### config.mk
export PLATFORM = sky130hd
export DESIGN_NAME = pc_sequencer
export DESIGN_NICKNAME = d
export VERILOG_FILES = /design/src/rtl/pc_sequencer.sv
export SDC_FILE = /design/constraint.sdc
export NUM_CORES = 1
export LEC_CHECK = 0
export ABC_CLOCK_PERIOD_IN_PS = 3100
export CORE_MARGIN = 2
export CORE_UTILIZATION = 47
export CTS_CLUSTER_DIAMETER = 40
export DETAILED_ROUTE_END_ITERATION = 8
export PLACE_DENSITY = 0.83
export SKIP_CTS_REPAIR_TIMING = 1
export SYNTH_ARGS = -nofsm -noshare
export SYNTH_HDL_FRONTEND = slang
export SYNTH_SLANG_ARGS = --single-unit
### constraint.sdc
create_clock -name clk -period 3.1 [get_ports clk]
set_input_delay 0.465 -clock clk [delete_from_list [all_inputs] [get_ports clk]]
set_output_delay 0.465 -clock clk [all_outputs]
set_load 0.01 [all_outputs]
### src/rtl/pc_sequencer.sv
// Salamander-4 instruction sequencer: fetch/decode/execute control plus PC counter strobes.
// Optional return stack for CALL/RET is compiled in with `define PC_CALL_STACK_EN.
module pc_sequencer #(
  parameter int ADDR_W      = 5,
  parameter int OPC_W       = 4,
  parameter int STACK_DEPTH = 4
) (
  input  logic                    clk,
  input  logic                    rstn,
  input  logic                    start,
  input  logic [ADDR_W-1:0]       pc_val,
  input  logic                    pc_max,
  output logic                    pc_inc,
  output logic                    pc_load,
  output logic [ADDR_W-1:0]       pc_load_val,
  output logic                    imem_req,
  input  logic                    imem_ack,
  input  logic [OPC_W+ADDR_W-1:0] imem_data,
  output logic [OPC_W+ADDR_W-1:0] ir,
  output logic                    ex_start,
  input  logic                    ex_done,
  input  logic                    flag_z,
  output logic                    busy,
  output logic                    halted,
  output logic                    fault
);

  localparam int IW = OPC_W + ADDR_W;
  localparam logic [OPC_W-1:0]  OP_HLT   = '1;
  localparam logic [OPC_W-1:0]  OP_JMP   = OP_HLT - OPC_W'(1);
  localparam logic [OPC_W-1:0]  OP_JZ    = OP_HLT - OPC_W'(2);
  localparam logic [OPC_W-1:0]  OP_CALL  = OP_HLT - OPC_W'(3);
  localparam logic [OPC_W-1:0]  OP_RET   = OP_HLT - OPC_W'(4);
  localparam logic [ADDR_W-1:0] ADDR_BAD = '1;

  typedef enum logic [2:0] {S_IDLE, S_FETCH, S_DECODE, S_EXEC, S_HALT} state_t;

  state_t            r_state, w_state_nxt;
  state_t            r_dec_next, w_dec_nxt;
  logic [IW-1:0]     r_ir, w_ir_nxt;
  logic              r_pc_inc, w_pc_inc_nxt;
  logic              r_pc_load, w_pc_load_nxt;
  logic [ADDR_W-1:0] r_pc_load_val, w_pc_load_val_nxt;
  logic              r_req, w_req_nxt;
  logic              r_ex_start, w_ex_start_nxt;
  logic              r_fault, w_fault_set;
  logic              w_jump;
  logic [ADDR_W-1:0] w_tgt;
  logic [OPC_W-1:0]  w_opc;
  logic [ADDR_W-1:0] w_opnd;

  assign w_opc  = imem_data[IW-1:ADDR_W];
  assign w_opnd = imem_data[ADDR_W-1:0];

`ifdef PC_CALL_STACK_EN
  localparam int SP_W  = $clog2(STACK_DEPTH + 1);
  localparam int IDX_W = (STACK_DEPTH > 1) ? $clog2(STACK_DEPTH) : 1;

  logic [SP_W-1:0]   r_sp;
  logic [ADDR_W-1:0] r_stack [STACK_DEPTH];
  logic              w_push, w_pop, w_full, w_empty;
  logic [ADDR_W-1:0] w_top, w_ret_addr;

  assign w_full     = (r_sp == SP_W'(STACK_DEPTH));
  assign w_empty    = (r_sp == '0);
  assign w_top      = r_stack[IDX_W'(r_sp - SP_W'(1))];
  assign w_ret_addr = pc_val + ADDR_W'(1);
`else
  logic w_unused_pc;
  assign w_unused_pc = ^{pc_val, STACK_DEPTH[0]};
`endif

  // The instruction is decoded as it is accepted, so the DECODE-cycle strobes come straight from flops.
  always_comb begin
    w_state_nxt       = r_state;
    w_dec_nxt         = r_dec_next;
    w_ir_nxt          = r_ir;
    w_pc_inc_nxt      = 1'b0;
    w_pc_load_nxt     = 1'b0;
    w_pc_load_val_nxt = r_pc_load_val;
    w_req_nxt         = 1'b0;
    w_ex_start_nxt    = 1'b0;
    w_fault_set       = 1'b0;
    w_jump            = 1'b0;
    w_tgt             = w_opnd;
`ifdef PC_CALL_STACK_EN
    w_push            = 1'b0;
    w_pop             = 1'b0;
`endif
    case (r_state)
      S_IDLE: begin
        if (start) begin
          w_state_nxt = S_FETCH;
          w_req_nxt   = 1'b1;
        end
      end
      S_FETCH: begin
        if (pc_max) begin
          w_fault_set = 1'b1;
          w_state_nxt = S_HALT;
        end else if (imem_ack) begin
          w_state_nxt = S_DECODE;
          w_ir_nxt    = imem_data;
          case (w_opc)
            OP_HLT: w_dec_nxt = S_HALT;
            OP_JMP: w_jump = 1'b1;
            OP_JZ: begin
              if (flag_z) begin
                w_jump = 1'b1;
              end else begin
                w_pc_inc_nxt = 1'b1;
                w_dec_nxt    = S_FETCH;
              end
            end
            OP_CALL: begin
`ifdef PC_CALL_STACK_EN
              if (w_full || pc_val == ADDR_BAD) begin
                w_fault_set = 1'b1;
                w_dec_nxt   = S_HALT;
              end else begin
                w_push = (w_opnd != ADDR_BAD);
                w_jump = 1'b1;
              end
`else
              w_fault_set = 1'b1;
              w_dec_nxt   = S_HALT;
`endif
            end
            OP_RET: begin
`ifdef PC_CALL_STACK_EN
              if (w_empty) begin
                w_fault_set = 1'b1;
                w_dec_nxt   = S_HALT;
              end else begin
                w_pop  = 1'b1;
                w_tgt  = w_top;
                w_jump = 1'b1;
              end
`else
              w_fault_set = 1'b1;
              w_dec_nxt   = S_HALT;
`endif
            end
            default: begin
              w_ex_start_nxt = 1'b1;
              w_dec_nxt      = S_EXEC;
            end
          endcase
        end else begin
          w_req_nxt = 1'b1;
        end
      end
      S_DECODE: begin
        w_state_nxt = r_dec_next;
        w_req_nxt   = (r_dec_next == S_FETCH);
      end
      S_EXEC: begin
        // ex_done arms pc_inc; the strobe cycle itself is the hand-off back to FETCH.
        if (r_pc_inc) begin
          w_state_nxt = S_FETCH;
          w_req_nxt   = 1'b1;
        end else if (ex_done) begin
          w_pc_inc_nxt = 1'b1;
        end
      end
      default: ;
    endcase
    // The counter refuses the all-ones address, so never present it as a load.
    if (w_jump) begin
      if (w_tgt == ADDR_BAD) begin
        w_fault_set = 1'b1;
        w_dec_nxt   = S_HALT;
      end else begin
        w_pc_load_nxt     = 1'b1;
        w_pc_load_val_nxt = w_tgt;
        w_dec_nxt         = S_FETCH;
      end
    end
  end

  always_ff @(posedge clk or negedge rstn) begin
    if (!rstn) begin
      r_state       <= S_IDLE;
      r_dec_next    <= S_IDLE;
      r_ir          <= '0;
      r_pc_inc      <= 1'b0;
      r_pc_load     <= 1'b0;
      r_pc_load_val <= '0;
      r_req         <= 1'b0;
      r_ex_start    <= 1'b0;
      r_fault       <= 1'b0;
    end else begin
      r_state       <= w_state_nxt;
      r_dec_next    <= w_dec_nxt;
      r_ir          <= w_ir_nxt;
      r_pc_inc      <= w_pc_inc_nxt;
      r_pc_load     <= w_pc_load_nxt;
      r_pc_load_val <= w_pc_load_val_nxt;
      r_req         <= w_req_nxt;
      r_ex_start    <= w_ex_start_nxt;
      r_fault       <= r_fault | w_fault_set;
    end
  end

`ifdef PC_CALL_STACK_EN
  always_ff @(posedge clk or negedge rstn) begin
    if (!rstn) begin
      r_sp <= '0;
    end else if (w_push) begin
      r_sp <= r_sp + SP_W'(1);
    end else if (w_pop) begin
      r_sp <= r_sp - SP_W'(1);
    end
  end

  always_ff @(posedge clk) begin
    if (w_push) r_stack[IDX_W'(r_sp)] <= w_ret_addr;
  end
`endif

  // A wrapped counter must never see a fetch, even in the first FETCH cycle.
  assign imem_req    = r_req & ~pc_max;
  assign pc_inc      = r_pc_inc;
  assign pc_load     = r_pc_load;
  assign pc_load_val = r_pc_load_val;
  assign ir          = r_ir;
  assign ex_start    = r_ex_start;
  assign busy        = (r_state == S_FETCH) || (r_state == S_DECODE) || (r_state == S_EXEC);
  assign halted      = (r_state == S_HALT);
  assign fault       = r_fault;

endmodule
==> results_dict.tcl <==
set metrics [dict create \
    crit_path_end_kind "output pin" \
    wl_per_cell_um 13.6 \
    drc 0 \
    grt_max_degree 26 \
    ys_types 32 \
    core_area_um2 2430 \
    status "finished, final reports clean" \
    period_share_pct 69.2 \
    yosysWarnings 0 \
    vias 893 \
    cts.sinks 25 \
    fmax_mhz 466 \
    firstDrtPassIters 4 \
    worst-r2r-setup-slack_ns 1.35 \
    fin_nets 159 \
    first_global_vias 845 \
    syn2layout_area_growth_pct 34.8 \
    synth_seq_area_share_pct 53.2 \
    layout_setup_ws_ns 0.954 \
    final_cell_mix "36 x clkdlybuf4s50_1, 25 x dfrtp_1, 9 x mux2_2" \
    cts_root_buf "clkbuf_4" \
    cap_violations 0 \
    cts_buffers 3 \
    netlist_area_um2 1170 \
    tns_ns 0 \
    antenna_found_initial 0 \
    path_clk_slew_ns 0.14 \
    crit_type "flop to output pin" \
    worstSetupStartpointType "flop" \
    finClkSkew_ns 0.00587 \
    cts_tree "yes" \
    worstHoldPathType "input pin to async pin" \
    ys_ff_latch 25 \
    min_period_ns 2.15 \
    grt_usage_pct 18.4 \
    drt-vias-per-instance 5.35 \
    rr_worst_depth 4 \
    syn_inst 99 \
    drive_gt1_share_pct 13.9 \
    die-area_um2 2920 \
    relSlewSlack_pct 74.0 \
    rows 18 \
    gp_congestion 0.731 \
    dpl.hpwl_mm 1.68 \
    rr_startpoint "r_state[0]" \
    die_w_um 54.0 \
    syn-mean-instance-area_um2 11.9 \
    power_per_cell_area_nw_per_um2 541 \
    timing.rr.end "pc_load_val[3]" \
    critPathMaxFanout 10 \
    insertion_delay_ns 0.33 \
    ant_nets 0 \
    rsz0062_at_grt "false" \
    io_buffers 36 \
    power.total_mw 0.858 \
    overflow 0 \
    die_y_um 54.0 \
    cp.arrival_ns 1.68 \
    dr.first_iter.drc_count 9 \
    htreeDepth 1 \
    start_util_pct 48.3 \
    antenna-diode-count 0 \
    place_ws_ns 0.830 \
    wirelength_mm 2.28 \
    p_leak_nw 0.696 \
    synth_nets 120 \
    grt_pass1_wl_mm 3.73 \
    hold_viol_final 0 \
    layout_commonest_cell "clkdlybuf4s50_1" \
    critical_path_required_ns 2.63 \
    cts_buffer_depth 2 \
    irDropWorstVdd_mv 0.449 \
    setup_viol_count_final 0 \
    io_pins 42 \
    tightest_slew_ns 0.388 \
    drv_slew 0 \
    finalCoreUtilization_pct 65.1 \
]
Yosys cell counts:
cell type | instances | area (µm²)
and3b_1 | 2 | 17.5
o2111ai_4 | 1 | 26.3
o31ai_1 | 1 | 7.51
mux2_2 | 9 | 101
and2_1 | 4 | 25.0
o2111ai_1 | 1 | 8.76
a21o_1 | 1 | 7.51
nand3b_1 | 2 | 15.0
nor2_4 | 1 | 11.3
or2_2 | 1 | 6.26
nand3_1 | 1 | 5.00
o21a_1 | 2 | 15.0
o22a_1 | 4 | 35.0
a21oi_1 | 4 | 20.0
nor3b_4 | 1 | 18.8
nor2_1 | 8 | 30.0
buf_6 | 2 | 22.5
clkbuf_1 | 1 | 3.75
o21ai_0 | 7 | 35.0
nand4b_1 | 1 | 8.76
inv_1 | 3 | 11.3
mux2_1 | 1 | 11.3
o211a_1 | 1 | 10.0
dfrtp_1 | 25 | 626
nor2b_1 | 4 | 25.0
and3_1 | 2 | 12.5
a311o_1 | 1 | 10.0
nand2_1 | 3 | 11.3
o211ai_1 | 2 | 15.0
nand2_2 | 1 | 6.26
a311oi_1 | 1 | 8.76
nor3b_1 | 1 | 7.51
through the flow:
| step | instance area (µm²) | std cells | hold slack (ns) |
|---|---|---|---|
| global placement | 1550 | 163 | 0.474 |
| floorplan | 1170 | 99 | 0.169 |
| global route | 1580 | 167 | 0.505 |
| detailed placement | 1550 | 163 | 0.475 |
| CTS | 1580 | 167 | 0.477 |
| finish | 1580 | 167 | 0.476 |
cell type report:
cell class / instances / area, µm²
fillers: 195 / 848
multi-input cells: 68 / 512
clock inverters: 1 / 7.51
clock buffers: 3 / 22.5
flip-flops and latches: 25 / 626
well taps: 30 / 37.5
inverters: 3 / 11.3
repair buffers: 37 / 368
worst max-delay path, stage by stage (launching register included):
cell and delay (ns):
dfrtp_1 0.53, nor2_1 0.17, and2_1 0.13, clkdlybuf4s50_1 0.52
where the power goes:
part / switching (mW) / total, mW / internal (mW)
sequential: 0.0572 / 0.448 / 0.391
combinational: 0.100 / 0.260 / 0.160
clock: 0.0998 / 0.149 / 0.0495
metal layers:
metal	track usage, %	wire, µm
met3	6.39	171
met5	0	0
met1	22.0	988
met4	8.75	44
met2	29.5	1080
how the worst max path moves through the flow:
stage / start / end / slack, ns / depth (start not counted)
finish: r_state[1] / halted / 0.95 / 3
global route: r_state[1] / halted / 0.87 / 3
CTS: r_state[1] / halted / 0.95 / 3
detailed placement: imem_ack / pc_load_val[3] / 0.83 / 5
global placement: imem_ack / pc_load_val[3] / 0.86 / 5
floorplan: imem_ack / pc_load_val[3] / 1.51 / 4
state kept, by name, summed over array words and instances, names as in the netlist:
register / cells
r_dec_next: 3
r_req: 1
ex_start: 1
ir: 9
pc_load_val: 5
r_state: 3
fault: 1
pc_load: 1
pc_inc: 1
cells by family (layout without fill, tap and decap cells):
group	count (synthesis)	in the layout	share of synthesized area, %
AOI/OAI and AO/OA	26	26	16.9
muxes	10	10	9.58
DFF	25	25	53.2
buffers and inverters	6	44	3.19
and+or+nand+nor	32	32	17.0
(Power assumes the default switching activity.)
